<file path="config.mk">
export PLATFORM = sky130hd
export DESIGN_NAME = phase_sequencer
export DESIGN_NICKNAME = d
export VERILOG_FILES = /design/src/rtl/phase_sequencer.sv
export SDC_FILE = /design/constraint.sdc
export NUM_CORES = 1
export LEC_CHECK = 0
export CAP_MARGIN = 30
export CORE_ASPECT_RATIO = 0.9
export CORE_MARGIN = 1.5
export CORE_UTILIZATION = 52
export CTS_CLUSTER_SIZE = 24
export DETAILED_ROUTE_END_ITERATION = 8
export PLACE_DENSITY = 0.82
export SYNTH_ARGS = -nofsm -noshare
export SYNTH_HDL_FRONTEND = slang
export SYNTH_SLANG_ARGS = --single-unit
</file>
<file path="constraint.sdc">
create_clock -name clk -period 2.6 [get_ports clk]
set_clock_uncertainty 0.15 [all_clocks]
set_input_delay 0.52 -clock clk [delete_from_list [all_inputs] [get_ports clk]]
set_output_delay 0.52 -clock clk [all_outputs]
set_load 0.005 [all_outputs]
</file>
<file path="src/rtl/phase_sequencer.sv">
// Purpose: instruction-cycle sequencer (FETCH/DECODE/EXEC/WB) with fetch handshake, retire counter and timeout flag.
// Latency: mem_req rises one cycle after run is sampled; 4 cycles per instruction with immediate ack and no stall.
// Backpressure: stall holds DECODE/EXEC/WB in place; FETCH waits on mem_ack up to TIMEOUT cycles, then aborts.
module phase_sequencer #(
  parameter int unsigned TIMEOUT = 15,
  parameter int unsigned CNT_W   = 8
) (
  input  logic             clk,
  input  logic             rst,
  input  logic             run,
  input  logic             stall,
  input  logic             mem_ack,
  output logic             mem_req,
  output logic             ph_fetch,
  output logic             ph_decode,
  output logic             ph_exec,
  output logic             ph_wb,
  output logic [1:0]       phase,
  output logic             instr_done,
  output logic [CNT_W-1:0] instr_count,
  output logic             timeout_err,
  output logic             busy
);

  typedef enum logic [2:0] {
    S_IDLE   = 3'd0,
    S_FETCH  = 3'd1,
    S_DECODE = 3'd2,
    S_EXEC   = 3'd3,
    S_WB     = 3'd4
  } state_t;

  // Last wait-count value before the fetch is abandoned.
  localparam logic [7:0] WAIT_LAST = 8'(TIMEOUT - 1);

  state_t           state_q, state_d;
  logic [7:0]       wait_q, wait_d;
  logic             done_q, done_d;
  logic [CNT_W-1:0] cnt_q, cnt_d;
  logic             terr_q, terr_d;

  // State register plus the registered status outputs, all cleared by rst.
  always_ff @(posedge clk) begin
    if (rst) begin
      state_q <= S_IDLE;
      wait_q  <= '0;
      done_q  <= 1'b0;
      cnt_q   <= '0;
      terr_q  <= 1'b0;
    end else begin
      state_q <= state_d;
      wait_q  <= wait_d;
      done_q  <= done_d;
      cnt_q   <= cnt_d;
      terr_q  <= terr_d;
    end
  end

  // Next-state logic: phase stepping, fetch wait counting, retire bookkeeping.
  always_comb begin
    state_d = state_q;
    wait_d  = '0;
    done_d  = 1'b0;
    cnt_d   = cnt_q;
    terr_d  = terr_q;
    case (state_q)
      S_IDLE: begin
        if (run && !terr_q) state_d = S_FETCH;
      end
      S_FETCH: begin
        // stall has no effect here; only the memory handshake matters.
        if (mem_ack) begin
          state_d = S_DECODE;
        end else if (wait_q == WAIT_LAST) begin
          state_d = S_IDLE;
          terr_d  = 1'b1;
        end else begin
          wait_d = wait_q + 8'd1;
        end
      end
      S_DECODE: begin
        if (!stall) state_d = S_EXEC;
      end
      S_EXEC: begin
        if (!stall) state_d = S_WB;
      end
      S_WB: begin
        if (!stall) begin
          done_d  = 1'b1;
          cnt_d   = cnt_q + CNT_W'(1);
          state_d = (run && !terr_q) ? S_FETCH : S_IDLE;
        end
      end
      default: state_d = S_IDLE;
    endcase
  end

  // Output decode: strobes and phase index come from the state register only.
  always_comb begin
    ph_fetch  = 1'b0;
    ph_decode = 1'b0;
    ph_exec   = 1'b0;
    ph_wb     = 1'b0;
    phase     = 2'd0;
    case (state_q)
      S_FETCH:  ph_fetch = 1'b1;
      S_DECODE: begin ph_decode = 1'b1; phase = 2'd1; end
      S_EXEC:   begin ph_exec   = 1'b1; phase = 2'd2; end
      S_WB:     begin ph_wb     = 1'b1; phase = 2'd3; end
      default:  ;
    endcase
  end

  assign mem_req     = ph_fetch;
  assign busy        = (state_q != S_IDLE);
  assign instr_done  = done_q;
  assign instr_count = cnt_q;
  assign timeout_err = terr_q;

endmodule

</file>
Yosys cells after proc, flatten, opt, wreduce, memory -nomap -nowiden. Index checks and enable logic that the tools add are counted.

Bits in registers: 21. Input port bits: 5. Word-level logic and storage cells: 44.

Equal/unequal tests: 10. $add $sub $neg: 2. Muxes and demuxes: 14. Bitwise operators: 4. Reduce and logical (&&, ||, !) cells: 9.

Operators by type and width (number): two-way mux 3 bit (6); adder 8 x 1 -> 8 bit (second input constant) (2); one-hot mux 3 bit (5 select lines) (1); == test 8 x 4 -> 1 bit (second input constant) (1); != test 2 bit (second input constant) (4); == test 3 x 2 -> 1 bit (second input constant) (2); two-way mux 1 bit (6); one-hot mux 2 bit (3 select lines) (1); AND reduction 5 bit (1); NOT 1 bit (4); OR reduction 4 bit (1); == test 3 x 1 -> 1 bit (second input constant) (1); == test 3 bit (second input constant) (1); logical NOT 3 bit (1); != test 3 bit (second input constant) (1); AND reduction 3 bit (1); nonzero test 3 bit (1); AND reduction 2 bit (1); OR reduction 2 bit (1); logical AND 1 bit (1); logical NOT 1 bit (1).

Longest topological paths before layout.
Word-level depth: 5. Gate-level depth with buffers: 7. Mapped depth without buffers: 6.

Worst setup path after synthesis. No wires, ideal clock.

Path type: reg-to-output. From: register state_q[0]. To: output port ph_fetch. Buffers on the path: 1. Stages on the path, launching flop included: 4. Required time: 1.930 ns. Data arrival time: 0.967 ns. Slack: 0.963 ns. Path through: dfxtp_1 -> inv_1 -> nor3_1 -> buf_4.

Longest elaborated chain between the ends: 2.

Ends and longest elaborated chain: from (decl) (RTL line 36) `state_t state_q, state_d;`; from (signal assigned) (RTL line 51) `state_q <= state_d;`; == test 3 x 1 -> 1 bit (RTL line 105) `case (state_q)`; two-way mux 1 bit (RTL line 105); to (decl) (RTL line 14) `output logic ph_fetch,`.

Every way passes these cells.

Worst setup path in the final report.
From: register state_q[1]. To: output port phase[0].

Longest elaborated chain between the ends: 2.

Ends and longest elaborated chain: == test 3 bit / == test 3 x 2 -> 1 bit (equally long branches) (RTL line 105); one-hot mux 2 bit (3 select lines) * (RTL line 105); to (decl) (RTL line 18) `output logic [1:0] phase,`.

Mark *: on every way between the ends. The rest lies on a longest branch, timed or not.

==> insert_results.sql <==
INSERT INTO impl_metrics (metric_group, metric, value, unit) VALUES
('worst_setup_path', 'timing.critical_path.cells', 'nor2_1 -> nand2_1 -> nand2b_1 -> clkdlybuf4s50_1', ''),
('worst_setup_path', 'critPathBufInv', '1', ''),
('cells_and_area', 'syn_to_final_growth', '25.2', '%'),
('sta', 'max_freq', '411', 'MHz'),
('pwr', 'power.share.sequential', '0.585', ''),
('global_routing', 'first_global_vias', '794', ''),
('drt', 'wl_per_cell', '12.1', 'um'),
('cts', 'htree_num_levels', '1', ''),
('die', 'std_cell_rows', '14', ''),
('drt', 'routed-via-count', '831', ''),
('logic_synthesis', 'postSynthNetCount', '121', ''),
('worst_setup_path', 'cpMaxStageDelayCell', 'clkdlybuf4s50_1', ''),
('worst_setup_path', 'cp_data_required_time', '1930', 'ps'),
('sta', 'max_transition_viols_final', '0', ''),
('cts', 'holdBufCountCts', '0', ''),
('pwr', 'peakVddDrop', '0.450', 'mV'),
('logic_synthesis', 'yosys_warnings', '0', ''),
('logic_synthesis', 'synthFlopType', 'dfxtp_1', ''),
('die', 'design.core.area', '1750', 'um^2'),
('worst_setup_path', 'setup.worst_path.class', 'reg2out', ''),
('worst_setup_path', 'crit_path_end_kind', 'primary output', ''),
('worst_setup_path', 'data_arrival_at_the_endpoint_of_the_critical_path', '1760', 'ps'),
('sta', 'timing.max_slew.rel_slack', '0.711', ''),
('cts', 'post-cts-setup-buffers', '0', ''),
('pwr', 'power.share.combinational', '0.147', ''),
('cells_and_area', 'fin_nets', '145', ''),
('pwr', 'cell_internal_pwr', '0.433', 'mW'),
('pwr', 'fin_total_pwr', '0.581', 'mW'),
('global_routing', 'globalRouteTotalUtil', '0.203', ''),
('sta', 'finalHoldViolations', '0', ''),
('worst_setup_path', 'critical_path.max_fanout', '10', ''),
('logic_synthesis', 'sequential_cell_area_fraction_in_the_yosys_report', '0.416', ''),
('die', 'chipWidth', '49.5', 'um'),
('pwr', 'clock_power_share', '0.268', ''),
('sta', 'finalCritPeriodShare', '0.936', ''),
('sta', 'setup_total_negative_slack', '0', 'ps'),
('global_routing', 'grt_first_pass_wirelength', '3290', 'um'),
('pwr', 'power.static_leakage', '0.490', 'nW'),
('logic_synthesis', 'syn_inst', '113', ''),
('worst_setup_path', 'timing.critical_path.slowest_cell_delay', '520', 'ps'),
('die', 'die-area', '2220', 'um^2'),
('cts', 'post_cts.resized_instances', '0', ''),
('die', 'fp.dieH', '44.8', 'um'),
('cells_and_area', 'post_layout_nonfiller_instances', '160', ''),
('cts', 'clock_tree_from_tritoncts', 'built', ''),
('pwr', 'power.net_switching', '0.148', 'mW'),
('logic_synthesis', 'netlist_area', '1010', 'um^2'),
('placed_design', 'place_congestion', '0.774', ''),
('status', 'status', 'finished clean', ''),
('logic_synthesis', 'yosys_register_bits', '21', ''),
('logic_synthesis', 'synth_enable_flop_cells', '0', ''),
('sta', 'layout_min_cycle_time', '2430', 'ps'),
('worst_setup_path', 'critPathLaunchType', 'flop', ''),
('cells_and_area', 'layout_commonest_cell', 'clkdlybuf4s50_1', ''),
('cells_and_area', 'mostFrequentLayoutCells', 'clkdlybuf4s50_1, nor2_1, dfxtp_1', ''),
('cts', 'cts_sinks', '21', ''),
('cts', 'ctsRootBufferMaster', 'clkbuf_4', ''),
('sta', 'final-setup-viol-count', '0', ''),
('die', 'initial_utilization', '0.576', ''),
('placed_design', 'placed_cells', '156', ''),
('pwr', 'power_switching_share', '0.255', ''),
('logic_synthesis', 'async_reset_ff_frac', '0', ''),
('drt', 'final_wirelength', '1930', 'um'),
('worst_hold_path', 'hold_path.class', 'reg2reg', ''),
('cells_and_area', 'antennaDiodeCount', '0', ''),
('cts', 'cts_buffers', '3', ''),
('cells_and_area', 'drive_gt1_frac', '0.0809', ''),
('run', 'drv.max_cap_violation_count', '0', ''),
('worst_setup_path', 'cp_top_family', 'buffers and inverters', ''),
('placed_design', 'port-buffer-count', '22', ''),
('cts', 'clk_pin_slew_worst_paths', '110', 'ps');
power by group through the flow:
stage	Combinational (mW)	Clock (mW)	Sequential (mW)
2_1_floorplan	0.0514	0	0.341
5_1_grt	0.0922	0.174	0.342
6_report	0.0855	0.155	0.340
3_5_place_dp	0.0850	0	0.347
3_3_place_gp	0.0830	0	0.347
4_1_cts	0.0852	0.159	0.340
path summary, 6_finish.rpt:
kind	from	endpoint	slack, ps	depth (start not counted)
setup reg to reg	wait_q[4]	wait_q[7]	860	4
hold reg to reg	wait_q[0]	wait_q[0]	340	1
hold / removal	wait_q[0]	wait_q[0]	340	1
setup / recovery	state_q[1]	phase[0]	170	4
Yosys cell counts (2+ instances only):
master | number | area, um^2
a21oi_1 | 4 | 20.0
and3_1 | 4 | 25.0
buf_6 | 2 | 22.5
dfxtp_1 | 21 | 420
ha_1 | 3 | 37.5
inv_1 | 5 | 18.8
nand2_1 | 9 | 33.8
nand3_1 | 3 | 15.0
nand3b_1 | 3 | 22.5
nand4_1 | 6 | 37.5
nor2_1 | 21 | 78.8
nor4b_4 | 2 | 47.6
o21ai_0 | 2 | 10.0
xnor2_1 | 2 | 17.5
xor2_1 | 11 | 96.3
metrics by stage:
stage               utilization  hold slack [ps]  setup WS [ps]
floorplan                     -              287            963
global placement          0.706              309            465
detailed placement        0.706              316            423
CTS                       0.721              343            153
global route              0.721              365           15.6
finish                    0.721              338            166
cells by family (layout without fill, tap and decap cells):
kind of cell / Yosys count / after routing / synth area share
simple gates: 55 / 55 / 0.309
flops: 21 / 21 / 0.416
xor+xnor: 13 / 13 / 0.113
compound gates: 11 / 11 / 0.0682
buf+inv: 10 / 33 / 0.0570
fa+ha+maj: 3 / 3 / 0.0372
metal layers:
metal	wire, um	vias to the layer above	share of wire	GRT usage
met5	0	-	0	0
met4	34	0	0.018	0.0778
met3	76	4	0.039	0.0695
met2	921	17	0.48	0.349
met1	902	384	0.47	0.238
li1	-	426	-	-
flip-flops by register name, indices dropped and copies added (netlist names):
signal       flops
wait_q           8
timeout_err      1
instr_count      8
instr_done       1
state_q          3
layout make-up:
| cell class | instances | area [um^2] |
|---|---|---|
| Clock inverter | 1 | 5.00 |
| Sequential cell | 21 | 420 |
| Multi-Input combinational cell | 82 | 532 |
| Inverter | 5 | 18.8 |
| Tap cell | 24 | 30.0 |
| Clock buffer | 3 | 22.5 |
| Fill cell | 134 | 488 |
| Timing Repair Buffer | 24 | 235 |
(Power assumes the default switching activity.)
